`config.mk`:
```
export PLATFORM = sky130hd
export DESIGN_NAME = serial_subtractor_ctrl
export DESIGN_NICKNAME = d
export VERILOG_FILES = /design/src/rtl/serial_subtractor_ctrl_pkg.sv /design/src/rtl/serial_subtractor_ctrl_fs.sv /design/src/rtl/serial_subtractor_ctrl.sv
export SDC_FILE = /design/constraint.sdc
export NUM_CORES = 1
export LEC_CHECK = 0
export CORE_ASPECT_RATIO = 1.4
export CORE_MARGIN = 3
export CORE_UTILIZATION = 35
export CTS_BUF_LIST = sky130_fd_sc_hd__clkbuf_16
export DETAILED_ROUTE_END_ITERATION = 6
export GPL_ROUTABILITY_DRIVEN = 0
export GPL_TIMING_DRIVEN = 1
export SKIP_LAST_GASP = 1
export SLEW_MARGIN = 20
export SYNTH_ARGS = -nofsm -noshare
export SYNTH_HDL_FRONTEND = slang
export SYNTH_SLANG_ARGS = --single-unit
```
`constraint.sdc`:
```
create_clock -name clk -period 2.3 [get_ports clk]
set_input_delay 0.23 -clock clk [delete_from_list [all_inputs] [get_ports clk]]
set_output_delay 0.23 -clock clk [all_outputs]
set_load 0.01 [all_outputs]
```
`src/rtl/serial_subtractor_ctrl_pkg.sv`:
```
// Shared definitions for the bit-serial subtractor: FSM state encoding and overflow rule.
package serial_subtractor_ctrl_pkg;

  localparam logic [1:0] S_IDLE = 2'd0;
  localparam logic [1:0] S_RUN  = 2'd1;
  localparam logic [1:0] S_DONE = 2'd2;

  // Signed overflow of a - b: operand signs differ and the result sign differs from a.
  function automatic logic sub_ovf(input logic a_msb, input logic b_msb, input logic d_msb);
    return (a_msb != b_msb) && (d_msb != a_msb);
  endfunction

endpackage

```
`src/rtl/serial_subtractor_ctrl_fs.sv`:
```
// One-bit full subtractor: diff = a ^ b ^ c; borrow when b + c exceeds a.
// Combinational, no state, no flow control.
module full_subtractor (
  input  logic a,
  input  logic b,
  input  logic c,
  output logic diff,
  output logic borrow
);

  assign diff   = a ^ b ^ c;
  assign borrow = (~a & (b | c)) | (b & c);

endmodule

```
`src/rtl/serial_subtractor_ctrl.sv`:
```
// Bit-serial a - b - bin through one shared full_subtractor, LSB first; result valid W cycles
// after accept. Accepts only in IDLE; DONE holds outputs until out_ready, no queuing.
module serial_subtractor_ctrl
  import serial_subtractor_ctrl_pkg::*;
#(
  parameter int W = 8
) (
  input  logic         clk,
  input  logic         rst_n,
  input  logic         in_valid,
  output logic         in_ready,
  input  logic [W-1:0] a,
  input  logic [W-1:0] b,
  input  logic         bin,
  output logic         out_valid,
  input  logic         out_ready,
  output logic [W-1:0] diff,
  output logic         bout,
  output logic         ovf,
  output logic         busy
);

  localparam int CW = (W > 1) ? $clog2(W) : 1;
  localparam logic [CW-1:0] LAST = CW'(W - 1);

  logic [1:0]    r_state;
  logic [CW-1:0] r_cnt;
  logic [W-1:0]  r_a_sh;
  logic [W-1:0]  r_b_sh;
  logic [W-1:0]  r_diff_sh;
  logic          r_brw;
  logic          r_a_msb;
  logic          r_b_msb;
  logic          r_bout;
  logic          r_ovf;
  logic          r_in_ready;
  logic          r_out_valid;
  logic          r_busy;

  logic          w_cell_diff;
  logic          w_cell_borrow;
  logic          w_accept;
  logic          w_last;
  logic          w_release;

  full_subtractor u_cell (
    .a      (r_a_sh[0]),
    .b      (r_b_sh[0]),
    .c      (r_brw),
    .diff   (w_cell_diff),
    .borrow (w_cell_borrow)
  );

  assign w_accept  = (r_state == S_IDLE) && in_valid;
  assign w_last    = (r_state == S_RUN) && (r_cnt == LAST);
  assign w_release = (r_state == S_DONE) && out_ready;

  always_ff @(posedge clk or negedge rst_n) begin
    if (!rst_n) begin
      r_state     <= S_IDLE;
      r_cnt       <= '0;
      r_a_sh      <= '0;
      r_b_sh      <= '0;
      r_diff_sh   <= '0;
      r_brw       <= 1'b0;
      r_a_msb     <= 1'b0;
      r_b_msb     <= 1'b0;
      r_bout      <= 1'b0;
      r_ovf       <= 1'b0;
      r_in_ready  <= 1'b1;
      r_out_valid <= 1'b0;
      r_busy      <= 1'b0;
    end else begin
      case (r_state)
        S_IDLE: begin
          if (w_accept) begin
            r_a_sh     <= a;
            r_b_sh     <= b;
            r_brw      <= bin;
            r_cnt      <= '0;
            r_a_msb    <= a[W-1];
            r_b_msb    <= b[W-1];
            r_state    <= S_RUN;
            r_in_ready <= 1'b0;
            r_busy     <= 1'b1;
          end
        end
        S_RUN: begin
          r_brw     <= w_cell_borrow;
          r_diff_sh <= {w_cell_diff, r_diff_sh[W-1:1]};
          r_a_sh    <= {1'b0, r_a_sh[W-1:1]};
          r_b_sh    <= {1'b0, r_b_sh[W-1:1]};
          // Counter holds at LAST rather than wrapping; it is reloaded on the next accept.
          if (w_last) begin
            r_state     <= S_DONE;
            r_bout      <= w_cell_borrow;
            r_ovf       <= sub_ovf(r_a_msb, r_b_msb, w_cell_diff);
            r_out_valid <= 1'b1;
          end else begin
            r_cnt <= r_cnt + CW'(1);
          end
        end
        S_DONE: begin
          if (w_release) begin
            r_state     <= S_IDLE;
            r_out_valid <= 1'b0;
            r_in_ready  <= 1'b1;
            r_busy      <= 1'b0;
          end
        end
        default: begin
          r_state     <= S_IDLE;
          r_out_valid <= 1'b0;
          r_in_ready  <= 1'b1;
          r_busy      <= 1'b0;
        end
      endcase
    end
  end

  assign in_ready  = r_in_ready;
  assign out_valid = r_out_valid;
  assign diff      = r_diff_sh;
  assign bout      = r_bout;
  assign ovf       = r_ovf;
  assign busy      = r_busy;

endmodule

```
After elaboration in Yosys (flattened, before gate mapping)
Cells that the tools add are included.

word-level totals
  input port bits = 21
  output and inout port bits = 13
  word-level logic and storage cells = 66
  register bits after elaboration = 37

cells by class
  reductions and logical operators = 13
  muxes and demuxes = 21
  bitwise gates (word level) = 9
  equal/unequal tests = 9
  add/sub/neg operators = 1

operators with widths
  operator               number
  $pmux W8 S2            2
  $mux W8                2
  $reduce_and A3 Y1      4
  $pmux W1 S3            3
  $ne A2 B2 Y1 const B   4
  $mux W1                6
  $mux W2                3
  $mux W3                2
  $pmux W2 S3            1
  $pmux W3 S2            1
  $reduce_and A2 Y1      3
  $logic_and A1 B1 Y1    4
  $add A3 B1 Y3 const B  1
  $eq A3 B3 Y1 const B   1
  $not A1 Y1             3
  $and A1 B1 Y1          2
  $eq A2 B1 Y1 const B   1
  $eq A2 B2 Y1 const B   1
  $logic_not A2 Y1       1
  $ne A1 B1 Y1           2
  $or A1 B1 Y1           2
  $pmux W1 S2            1
  $reduce_bool A2 Y1     1
  $xor A1 B1 Y1          2

Depth between registers and ports, before layout
Gate-level depths: netlist (run 1).

  depth after elaboration = 4
  mapped depth = 6
  mapped depth without buffers = 5

By module
A second synthesis (run 1) with hierarchy kept.

second synthesis, totals
  cells, all modules = 144
  area, all modules = 1724.2 µm²

by module, submodules not included
  module                  times used  cells an instance  area an instance (µm²)  sequential area each (µm²)
  serial_subtractor_ctrl  1           141                1696.6                  927.1
  full_subtractor         1           3                  27.5                    0.0

Least setup slack after synthesis (run 1)
No wires, ideal clock.

  kind = flip-flop to flip-flop
  start point = register r_cnt[0]
  end point = register r_cnt[0]
  stages on the path, launching flop included = 6
  setup slack = 718 ps
  library setup time = 125 ps
  required time = 2175 ps
  buffers on the path = 0
  data arrival time = 1457 ps
  period minus slack after synthesis = 1582 ps
  cells stage by stage = dfrtp_1 ha_1 ha_1 nand2b_1 a21oi_2 mux2_2

between the ends
  longest elaborated chain between the ends = 4
  elaborated cells between the ends (all ways) = 7
  those cells by class = add/sub: 1; eq/ne: 2; mux: 2; reduce/logical: 2

RTL lines
  what                                                                   line                           text
  start, declared                                                        serial_subtractor_ctrl.sv:27   logic [CW-1:0] r_cnt;
  start signal, assigned                                                 serial_subtractor_ctrl.sv:100  r_cnt <= r_cnt + CW'(1);
  parallel branches: the longest is 4 deep, another holds $add A3 B1 Y3  n/a

Several ways; the timed one is not identified. The select of a mux whose other input is x is not followed.
A chain may end at the register's enable or synchronous reset.

Worst setup path in the final report (run 1)
Same ends and word-level chain as after synthesis.

==> metrics, run 1 <==
worst rel slew slack=between 40% and 50%; commonest cells in the netlist=41 x nand2_1, 36 x dfrtp_1, 17 x mux2i_1, 17 x o21ai_0, 6 x nand2b_1; worst skew pair latency=between 0.2 and 0.3 ns; Final Max Tran Viols=0; row cnt=29; worst min path class=input port to async pin; Starting Density=36.5%; launch point of the worst reg-to-reg path=r_cnt[0]; Max Clk Rate=about 0.59 GHz; Worst R2R Path Depth=5; first-pass GRT wire length=~5.6 mm; width of the die=64.4 µm; largest net degree at the start of global routing=38; TritonCTS clock tree=done; Post-synth EDFFs=0; final net count=between 200 and 250; Final Cycle Share=73.6%; TritonCTS Buffers=5; vias in the first global route=around 1200; kind of critical path=register to register; CTS root buffer=clkbuf_16; hpwl dp=~2.3 mm; Power Density=1390 mW/mm²; crit-path cells=ha_1 > ha_1 > nand2b_1 > a21oi_2 > mux2_2; CP required=about 2.5 ns; CTS hold repair buffers=0; Critical Path AT=1.85 ns; grt ovf=0; Syn Nets=between 150 and 200; Synth area leaders=dfrtp_1 54%, mux2i_1 10%, nand2_1 9.2%; final cell count without fillers=~250; leak pwr=between 1 and 1.5 nW; share of cells above drive strength 1=approximately a tenth; CP delay by family, top=adder cells; CP startpoint kind=register; routed via count=1175; Tmin final=around 1.7 ns; DIE AREA=0.00565 mm²; vias per inst=4.68; diode count=0; core region area=0.00457 mm²; setup TNS=0 ns; Top Ports=34; DR iter-0 viols=39; Post-Syn Area=roughly 0.0017 mm²; Routed WL=roughly 3.2 mm; most instantiated library cell after synthesis=nand2_1; worst stage delay on the critical path=approximately 0.39 ns; worst path buffer plus inverter count=0; crit path max fanout=4; CTS resizes=0; # H-tree levels=2; Netlist cell types=26; GRT Total Usage=a little over an eighth; fillers=around 450; Setup Viol. Count Final=0; port bufs=33; Synth Register Bits=37; peak supply drop=roughly 0.7 mV; WP depth=5; placed cell count=243; DIE HEIGHT=87.7 µm; Crit. End Element=register; status=finished clean; Async S/R FF share, synth=100%; maximum buffer depth of the clock tree=2; Synth Flop Type=dfrtp_1; Util after Layout=48.7%; Syn Area/Cell=between 10 and 15 µm²; first-pass iteration count of the detailed router=5; register area share after synthesis=between 50% and 60%; reg2reg setup slack=~0.61 ns; Yosys Warn Count=0; post-synth top area cell=dfrtp_1; Tightest Pin Transition=between 0.8 and 0.9 ns; DRC=0; Detail Route Antenna Nets=0; Crit-path slowest cell=dfrtp_1; CTS Sinks=37; skew final=0.00537 ns; WL/cell=~13 µm; share of the synthesized area in the top cell type=a little over half; Setup Buffers After CTS=0; synthesis-to-layout area growth=33.4%; RSZ-0062 raised after global routing=false; Reg clk slew, reported paths=0.06 ns; CP most frequent cell=ha_1; final hold viol count=0; Mapped Cells=roughly 150; initial antenna violation count=0; max-cap check violation count=0; worst r2r dst=r_cnt[0]
==> power by group <==
part	leakage (nW)	internal, mW	switching (mW)
Combinational	0.505	0.575	0.513
Clock	0.0938	0.619	0.254
Sequential	0.456	0.943	0.193
Total	1.05	2.14	0.960
==> worst register-to-register path: stages (launching register included) <==
cell	delay (ns)
dfrtp_1	0.39
ha_1	0.21
ha_1	0.21
nand2b_1	0.16
a21oi_2	0.25
mux2_2	0.36
==> state kept, by name, indices dropped and copies added, names as in the netlist <==
register and count:
ovf 1, r_a_sh 8, r_a_msb 1, r_brw 1
busy 1, out_valid 1, r_cnt 3, r_b_msb 1
r_b_sh 8, bout 1, r_state 2, in_ready 1
diff 8
==> routing by layer <==
| layer | wire (µm) | up-vias | track usage, % |
|---|---|---|---|
| met5 | 0 | - | 0 |
| met4 | 98 | 0 | 9.04 |
| met3 | 180 | 7 | 3.72 |
| met2 | 1590 | 35 | 22.0 |
| met1 | 1360 | 557 | 14.3 |
| li1 | - | 576 | - |
==> per-stage QoR <==
step | cell area (µm²) | setup WS [ns] | power, mW | hold slack (ns)
6_report | 2230 | 0.607 | 3.10 | 0.0369
3_5_place_dp | 2040 | 0.612 | 2.26 | 0.373
4_1_cts | 2230 | 0.600 | 3.15 | 0.0693
2_1_floorplan | 1670 | 0.718 | 1.88 | -0.0656
3_3_place_gp | 2040 | 0.672 | 2.21 | 0.365
5_1_grt | 2230 | 0.526 | 3.33 | 0.110
==> how the worst max path moves through the flow <==
stage	to	start
after floorplan	r_cnt[0]	r_cnt[0]
after global routing	r_cnt[0]	r_cnt[0]
after detailed placement	r_cnt[0]	r_cnt[0]
final	r_cnt[0]	r_cnt[0]
after global placement	r_cnt[0]	r_cnt[0]
after CTS	r_cnt[0]	r_cnt[0]
==> placed cells by master, fill, tap and decap left out <==
master	Yosys	final
a21oi_1	1	1
a21oi_2	1	1
a22o_1	2	2
buf_12	0	1
buf_2	2	1
buf_4	2	1
bufinv_16	0	2
clkbuf_16	0	5
clkdlybuf4s50_1	0	32
clkinv_2	0	1
dfrtp_1	36	36
dfstp_2	1	1
fa_1	1	1
ha_1	2	2
inv_1	4	4
mux2_2	5	5
mux2i_1	17	17
nand2_1	41	41
nand2b_1	6	6
nand3b_1	1	1
nor2_1	3	3
nor2b_4	1	1
o21a_1	2	2
o21ai_0	17	17
o21ai_1	2	2
o21bai_2	0	1
o22a_1	1	1
o22ai_1	1	1
==> area by class of cell <==
class	count	area [µm²]	share of cell area, %
flip-flops and latches	37	927	41.7
multi-input cells	105	663	29.8
repair buffers	35	353	15.9
clock buffers	5	125	5.62
well taps	62	77.6	3.49
clock inverters	3	65.1	2.92
inverters	4	15.0	0.675
==> logic make-up after synthesis <==
logic type | after synthesis | share of synthesized area, %
compound gates | 28 | 9.82
fa+ha+maj | 3 | 2.70
buf+inv | 12 | 4.95
flops | 37 | 55.5
mux | 22 | 13.6
simple gates | 52 | 13.4
No activity file was read; power rests on OpenSTA's default activity.
==> inputs of run 2 (changes only) <==
==> constraint.sdc (replaced) <==
create_clock -name clk -period 1.5 [get_ports clk]
set_input_delay 0.15 -clock clk [delete_from_list [all_inputs] [get_ports clk]]
set_output_delay 0.15 -clock clk [all_outputs]
set_load 0.01 [all_outputs]
==> run 2 against run 1 <==
The flow now finishes with violations (negative setup slack). Clock power is 52% higher. Sequential cell count stayed put. Fmax is 12% higher. Largest cell class unchanged.
==> metrics, run 2 (synthesis gave the netlist of run 1 again) <==
Gate power share=38.8% (+3.7 points); Tmin final=1.51 ns (-0.183 ns); Detail Route Antenna Nets=0 (unchanged); width of the die=64.4 µm (unchanged); TritonCTS Buffers=5 (unchanged); leak pwr=1.12 nW (+6.5%); post-route setup slack=-0.00925 ns (-0.617 ns); pre-CTS WS=-0.0120 ns (-0.624 ns); crit path max fanout=3 (-1); synthesis-to-layout area growth=41.6%; share of cells above drive strength 1=17.4% (+6.8 points); RSZ-0062 raised after global routing=true; switching pwr=1.52 mW (+58%); met2 wire len=1.65 mm (+3.7%); most common cell after layout, fill and taps aside=nand2_1; first-pass GRT wire length=5.65 mm (+1.2%); Worst R2R Path Depth=5 (unchanged); largest net degree at the start of global routing=38 (unchanged); TritonCTS clock tree=done; initial antenna violation count=0 (unchanged); status=finished with violations; diode count=0 (unchanged); Final Max Tran Viols=0 (unchanged); DRC=0 (unchanged); CP startpoint=r_a_sh[0]; peak supply drop=1.00 mV (+41%); Crit. End Element=register; Top Ports=34 (unchanged); final net count=224 (+5.7%); vias in the first global route=1229 (-0.81%); worst skew pair latency=0.28 ns (about the same); uppermost routed layer=met4; GRT Total Usage=13.0% (-0.11 points); wire length on met1=1.39 mm (+2.1%); Starting Density=36.5% (unchanged); Flop pwr share=34.6% (-2.1 points); CTS Sinks=37 (unchanged); routed wl met3=163 µm (-9.4%); Switching Fraction=30.3% (-0.65 points); skew final=0.00613 ns (+0.000765 ns); Reg clk slew, reported paths=0.06 ns (about the same); launch point of the worst reg-to-reg path=r_a_sh[0]; DIE HEIGHT=87.7 µm (unchanged); CP required=1.67 ns (-0.79 ns); port bufs=33 (unchanged); Clk pwr share=26.6% (-1.6 points); grt ovf=0 (unchanged); CTS root buffer=clkbuf_16; Routed WL=3.26 mm (+1.0%); setup TNS=-0.00925 ns (-0.00925 ns); core region area=0.00457 mm² (unchanged); first-pass iteration count of the detailed router=4 (-1); cell internal pwr=3.49 mW (+63%); DIE AREA=0.00565 mm² (unchanged); vias per inst=4.62 (-1.2%); row cnt=29 (unchanged); kind of critical path=register to register; Setup Viol. Count Final=1 (+1); worst rel slew slack=68.6% (+22 points); max-cap check violation count=0 (unchanged); Util after Layout=51.7% (+3.0 points); failing checks=negative setup slack; commonest non-fill, non-tap cells in the layout=41 x nand2_1, 36 x dfrtp_1, 31 x clkdlybuf4s50_1; Final Cycle Share=101% (+27 points); worst min path class=input port to async pin; Fin Hold WS=0.449 ns (+0.412 ns); Critical Path AT=1.68 ns (-0.17 ns); Max Clk Rate=0.663 GHz (+12%); DR iter-0 viols=60 (+54%); Power Density=2120 mW/mm² (+52%); WL/cell=12.4 µm (-3.6%); routed via count=1216 (+3.5%); Tightest Pin Transition=0.471 ns (-0.333 ns); final hold viol count=0 (unchanged); # H-tree levels=2 (unchanged); maximum buffer depth of the clock tree=2 (unchanged); hpwl dp=2.40 mm (+4.7%); CP startpoint kind=register
run 2: cell types whose count changed in the layout (fill, tap and decap cells not counted), sizes merged:
cell	change
buf	+11
dlygate4sd3	+1
dlygate4sd2	+1
clkdlybuf4s50	-1
run 2: per-stage QoR:
| step | instances | area, µm² | power [mW] |
|---|---|---|---|
| 6_report | 263 | 2360 | 5.01 |
| 5_1_grt | 263 | 2360 | 5.40 |
| 4_1_cts | 262 | 2350 | 5.07 |
| 3_5_place_dp | 252 | 2140 | 3.66 |
| 3_3_place_gp | 252 | 2140 | 3.57 |
| 2_1_floorplan | 154 | 1690 | 2.94 |
run 2: final cells by class:
type | count | area [µm²]
clock inverter | 3 | 65.1
fill | 442 | 2210
timing repair buffer | 47 | 457
sequential | 37 | 927
multi-input combinational | 105 | 697
tap | 62 | 77.6
inverter | 4 | 15.0
clock buffer | 5 | 125
run 2: metal layers:
metal	vias to the layer above	track usage [%]
met2	31	23.4
met3	6	3.47
li1	603	-
met5	-	0
met4	0	5.77
met1	576	14.3
run 2: critical path: stages (launching register included):
cell,delay [ns]
dfrtp_1,0.37
inv_2,0.05
fa_1,0.57
nand2b_1,0.10
o21ai_0,0.06
mux2_2,0.26
run 2: power by group through the flow:
stage                     sequential (mW)  combinational [mW]  clock [mW]
final                                1.73                1.94        1.33
after global routing                 1.80                2.19        1.41
after CTS                            1.74                1.97        1.37
after detailed placement             1.75                1.91           0
after global placement               1.72                1.85           0
after floorplan                      1.75                1.19           0
run 2: path summary, 6_finish.rpt:
path | endpoint | slack (ns)
max in group asynchronous | in_ready | 0.71
worst min-delay path | busy | 0.45
min in group clk | r_b_sh[3] | 0.48
worst min register to register | r_b_sh[3] | 0.48
worst max-delay path | ovf | -0.009
worst max register to register | ovf | -0.009
run 2: timing repair:
action	in CTS	in global routing
resized for setup	2	1
buffers inserted	1	1
hold buffers	1	0
endpoints found under the setup margin	2	4
pin swaps	1	1
hold endpoints to repair	36	0
==> patch 1 (settings of run 1) <==
Register the output `ovf` once more, cleared by the reset; this adds one clock of latency there. The other outputs are not delayed to match.
--- a/src/rtl/serial_subtractor_ctrl.sv
+++ b/src/rtl/serial_subtractor_ctrl.sv
@@ -124,3 +124,9 @@
   assign bout      = r_bout;
-  assign ovf       = r_ovf;
+  always_ff @(posedge clk or negedge rst_n) begin
+    if (!rst_n) begin
+      ovf <= '0;
+    end else begin
+      ovf <= r_ovf;
+    end
+  end
   assign busy      = r_busy;
Function: changed (Yosys sat finds a counterexample within 10 cycles, from zero or initial values and one cycle with rst_n low).
==> patch 1 against run 1 <==
  * Routed wire length decreased by 1.1%
  * Critical path type unchanged
  * Final cell count increased by 2.4%
  * Synthesized area increased by 4.9%
  * Synthesized cell count increased by 4.5%
  * Design area increased by 1.6%
  * Critical path depth unchanged
  * Sequential cell count increased by 1
  * Setup slack improved by 33 ps
  * Count of clock-buffer cells in the layout unchanged
  * Non-clock buffer count unchanged
  * Sequential share of layout area increased by 0.46 points
  * Power decreased by 2.0%
==> patch 1: results (changes against run 1) <==
routed wire length=3190 um (was 3230 um); first-pass GRT wire length=5410 um (was 5580 um); Synth async-reset ratio=100% (unchanged); synth top area cells=dfrtp_1 (53%), mux2i_1 (9.7%), nand2_1 (9.0%) (was dfrtp_1 (54%), mux2i_1 (10%), nand2_1 (9.2%)); first-pass detailed-route iteration total=4 (was 5); layout cell share with drive strength beyond 1=10.8% (was 10.6%); worst-margin pin slew=820 ps (was 804 ps); largest net degree at the start of global routing=39 (was 38); DPL Wire Length=2320 um (was 2290 um); outcome=finished clean (unchanged); max-cap violation count=0 (unchanged); CTS max path bufs=2 (unchanged); clock transition at the registers of the reported paths=50 ps; # DRC=0 (unchanged); syn_nets=185 (was 178); Setup Skew=3.83 ps (was 5.37 ps); root buf cell=clkbuf_16 (unchanged); Peak VDD IR=0.000514 V (was 0.000713 V); most frequent cells after synthesis=nand2_1 (42), dfrtp_1 (37), mux2i_1 (17) (was nand2_1 (41), dfrtp_1 (36), mux2i_1 (17), o21ai_0 (17), nand2b_1 (6)); antenna violations before repair=0 (unchanged); fillers=443 (was 453); Seq/Total Area, Yosys=54.4% (was 55.5%); Data arrival, critical path=1820 ps (was 1850 ps); library cells used by synthesis=31 (was 26); ANT cells=0 (unchanged); total track usage=11.6% (was 13.1%); cell count after placement=249 (was 243); post-place instance area=0.00210 sq mm (was 0.00204 sq mm); Largest delay share family, worst path=adder cells (unchanged); CP max stage delay=400 ps; dpl ws=566 ps (was 612 ps); Worst-Skew Late Latency=about 270 ps; Port-buffer cells=33 (unchanged); Via density=4.71 (was 4.68); worst min path class=input pin to asynchronous set/reset pin (unchanged); vias in the first global route=1229 (was 1239); TritonCTS buffer count=5 (unchanged); drt first-iter violations=62 (was 39); Post-CTS Resized=0 (unchanged); Cells after Synth=161 (was 154); NumNets Final=218 (was 212); LEAKAGE=1.09 nW (was 1.05 nW); H-tree levels=2 (unchanged); Post-Layout Cell Count=257 (was 251); slowest stage cell on the critical path=dfrtp_1 (unchanged); Ys Warns=0 (unchanged); critical-path maximum fanout=4 (unchanged); postcts setup bufs=0 (unchanged)
[patch 1: cell types whose count changed after synthesis, moves of 2 or more]
cell	change
o21ai_1	+9
o21ai_0	-8
nand2b_1	-3
a21oi_1	+2
buf_6	+2
o21a_1	-2
[patch 1: power breakdown]
group	switching [mW]	internal [mW]	leakage, nW	total [mW]
Sequential	0.205	0.966	0.469	1.17
Clock	0.241	0.503	0.0864	0.744
Combinational	0.517	0.603	0.533	1.12
Total	0.963	2.07	1.09	3.03
[patch 1: per-stage QoR]
stage / util (%) / hold WS, ps
4_1_cts: 48.3 / 93.1
5_1_grt: 48.3 / 137
2_1_floorplan: - / -65.6
3_3_place_gp: 44.8 / 359
6_report: 48.3 / 54.2
3_5_place_dp: 44.8 / 361
[patch 1: cells by family (layout without fill, tap and decap cells)]
family	after synthesis	count (layout)	share of synthesized area (%)
buffers and inverters	14	48	6.07
DFF	38	38	54.4
muxes	22	22	13.1
and+or+nand+nor	56	56	14.6
adders and majority gates	3	3	2.57
AOI/OAI and AO/OA	28	28	9.29
[patch 1: cell type report]
cell class,count,share of cell area [%]
Timing Repair Buffer,35,15.6
Sequential cell,38,42.1
Clock inverter,3,1.66
Multi-Input combinational cell,109,30.8
Clock buffer,5,5.53
Tap cell,62,3.43
Inverter,5,0.830
[patch 1: worst register-to-register path: cells and delay by family (launching register included)]
family,cells,cell delay (ps)
and+or+nand+nor,1,190
adders and majority gates,2,420
AOI/OAI and AO/OA,1,210
muxes,1,320
DFF,1,400
[patch 1: metal layers]
layer	global-route usage, %	part of all wire [%]	wire length [um]
met3	3.74	5.9	187
met1	12.8	41	1300
met2	19.8	51	1630
met4	5.19	2.3	72
met5	0	0	0
[patch 1: path summary, 6_finish.rpt]
| path | from | endpoint | slack [ps] | cells after the start |
|---|---|---|---|---|
| max reg2reg | r_cnt[0]$_DFFE_PN0P_ | r_cnt[0]$_DFFE_PN0P_ | 640 | 5 |
| min | rst_n | diff[3]$_DFFE_PN0P_ | 50 | 1 |
| max | r_cnt[0]$_DFFE_PN0P_ | r_cnt[0]$_DFFE_PN0P_ | 640 | 5 |
| max in group asynchronous | rst_n | r_ovf$_DFFE_PN0P_ | 1730 | 1 |
| min reg2reg | r_ovf$_DFFE_PN0P_ | ovf$_DFF_PN0_ | 370 | 0 |
| min in group clk | r_ovf$_DFFE_PN0P_ | ovf$_DFF_PN0_ | 370 | 0 |
==> patch 2 (settings of run 1) <==
Made on the original files. Change the parameter `W` from 8 to 16.
--- a/src/rtl/serial_subtractor_ctrl.sv
+++ b/src/rtl/serial_subtractor_ctrl.sv
@@ -5,3 +5,3 @@
 #(
-  parameter int W = 8
+  parameter int W = 16
 ) (
Ports: changed (resized a, b and diff); port bits go from 34 to 58. The function was not compared with the original's and may differ.
==> patch 2 against run 1 <==
  * Core utilization decreased by 0.13 points
  * Synthesized area increased by 69%
  * Setup slack improved by 26 ps
  * Routed wire length increased by 100%
  * Design area increased by 70%
  * Worst hold slack improved by 430 ps
  * Sequential cell count increased by 25
  * Synthesized cell count increased by 90%
  * Combinational power increased by 66%
  * Critical endpoint is now r_cnt[2]$_DFFE_PN0P_
  * Critical path type unchanged
  * Power increased by 60%
==> patch 2: results (changes against run 1) <==
grt peak-use layer=met2 (unchanged); met1 usage=20.2% (was 14.3%); Ys Warns=0 (unchanged); Port-buffer cells=57 (was 33); first-pass GRT wire length=11300 um (was 5580 um); DPL Wire Length=4390 um (was 2290 um); drt first-iter violations=122 (was 39); outcome=finished clean (unchanged); antenna violations before repair=0 (unchanged); NumNets Final=391 (was 212); H-tree levels=3 (was 2); total track usage=15.9% (was 13.1%); TritonCTS buffer count=9 (was 5); design area=0.00379 sq mm (was 0.00223 sq mm); fillers=774 (was 453); root buf cell=clkbuf_16 (unchanged); library cells used by synthesis=36 (was 26); via count=2299 (was 1175); critical-path maximum fanout=38 (was 4); syn_nets=332 (was 178); Setup Skew=6.76 ps (was 5.37 ps); post-place instance area=0.00351 sq mm (was 0.00204 sq mm); Seq/Total Area, Yosys=55.0% (was 55.5%); layout cell share with drive strength beyond 1=7.61% (was 10.6%); Peak VDD IR=0.000542 V (was 0.000713 V); Routed WL per cell=14.4 um (was 12.9 um); grt met2 use=25.9% (was 22.0%); worst min path class=input pin to asynchronous set/reset pin (unchanged); met3 Track Usage GR=2.25% (was 3.72%); first-pass detailed-route iteration total=4 (was 5); Worst-Skew Late Latency=320 ps (was 280 ps); synth top area cells=dfrtp_1 (54%), a22oi_1 (8.2%), nand2_1 (8.2%) (was dfrtp_1 (54%), mux2i_1 (10%), nand2_1 (9.2%)); LEAKAGE=1.67 nW (was 1.05 nW); largest net degree at the start of global routing=39 (was 38); clock transition at the registers of the reported paths=approximately 50 ps; most frequent cells after synthesis=nand2_1 (62), dfrtp_1 (61), o21ai_0 (33) (was nand2_1 (41), dfrtp_1 (36), mux2i_1 (17), o21ai_0 (17), nand2b_1 (6)); worst relative slew slack=44.2% (was 46.4%); Data arrival, critical path=1870 ps (was 1850 ps)
==> patch 2: cell count changes in the layout (fill, tap and decap cells not counted), moves of 21 or more <==
cell,run 1,this run
nand2_1,41,62
dfrtp_1,36,61
a22oi_1,0,31
clkdlybuf4s50_1,32,56
nor2b_1,0,23
a21oi_1,1,22
==> patch 2: final cells by class <==
type,instances,area share [%]
clock inverter,5,1.19
clock buffer,9,5.95
tap,100,3.30
timing repair buffer,69,17.7
sequential,62,41.0
inverter,5,0.496
multi-input combinational,205,30.3
==> patch 2: power by group <==
group	switching [mW]	internal [mW]
Sequential	0.344	1.55
Clock	0.437	0.809
Combinational	0.908	0.906
Total	1.69	3.26
==> patch 2: critical path, cell delays in order, from the launching register on <==
cell     delay, ps
dfrtp_1        670
and2b_1        250
buf_4          240
a221o_1        360
==> patch 2: metrics by stage <==
step / instances / worst slack [ps] / hold WS [ps]
2_1_floorplan: 293 / 727 / -65.6
3_3_place_gp: 440 / 514 / 284
3_5_place_dp: 440 / 419 / 290
4_1_cts: 455 / 631 / 482
5_1_grt: 455 / 406 / 506
6_report: 455 / 633 / 463
==> patch 2: what timing repair did <==
item	in CTS	in global routing
hold buffers	1	0
endpoints found under the setup margin	0	0
endpoints found under the hold margin	25	0
==> patch 2: final timing paths <==
kind	startpoint	endpoint	slack, ps	cells after the start
max	r_state[1]$_DFFE_PN0P_	r_cnt[2]$_DFFE_PN0P_	630	3
max reg2reg	r_state[1]$_DFFE_PN0P_	r_cnt[2]$_DFFE_PN0P_	630	3
min in group clk	diff[0]$_DFFE_PN0P_	diff[0]$_DFFE_PN0P_	480	2
max in group asynchronous	rst_n	in_ready$_DFFE_PN1P_	1160	3
min	rst_n	r_a_sh[5]$_DFFE_PN0P_	460	2
min reg2reg	diff[0]$_DFFE_PN0P_	diff[0]$_DFFE_PN0P_	480	2
==> patch 2: per-layer routing <==
layer	up-vias	wire length, um
li1	1134	-
met1	1118	2870
met2	38	3280
met3	9	227
met4	0	158
met5	-	0
==> patch 2: logic make-up after synthesis <==
kind of cell	after synthesis	synth area share (%)
AO/OA/AOI/OAI	98	21.2
XOR/XNOR	1	0.310
adder cells (fa/ha/maj)	2	1.15
buffers and inverters	26	4.26
flip-flops	62	55.0
multiplexers	4	1.55
AND/OR/NAND/NOR	100	16.5
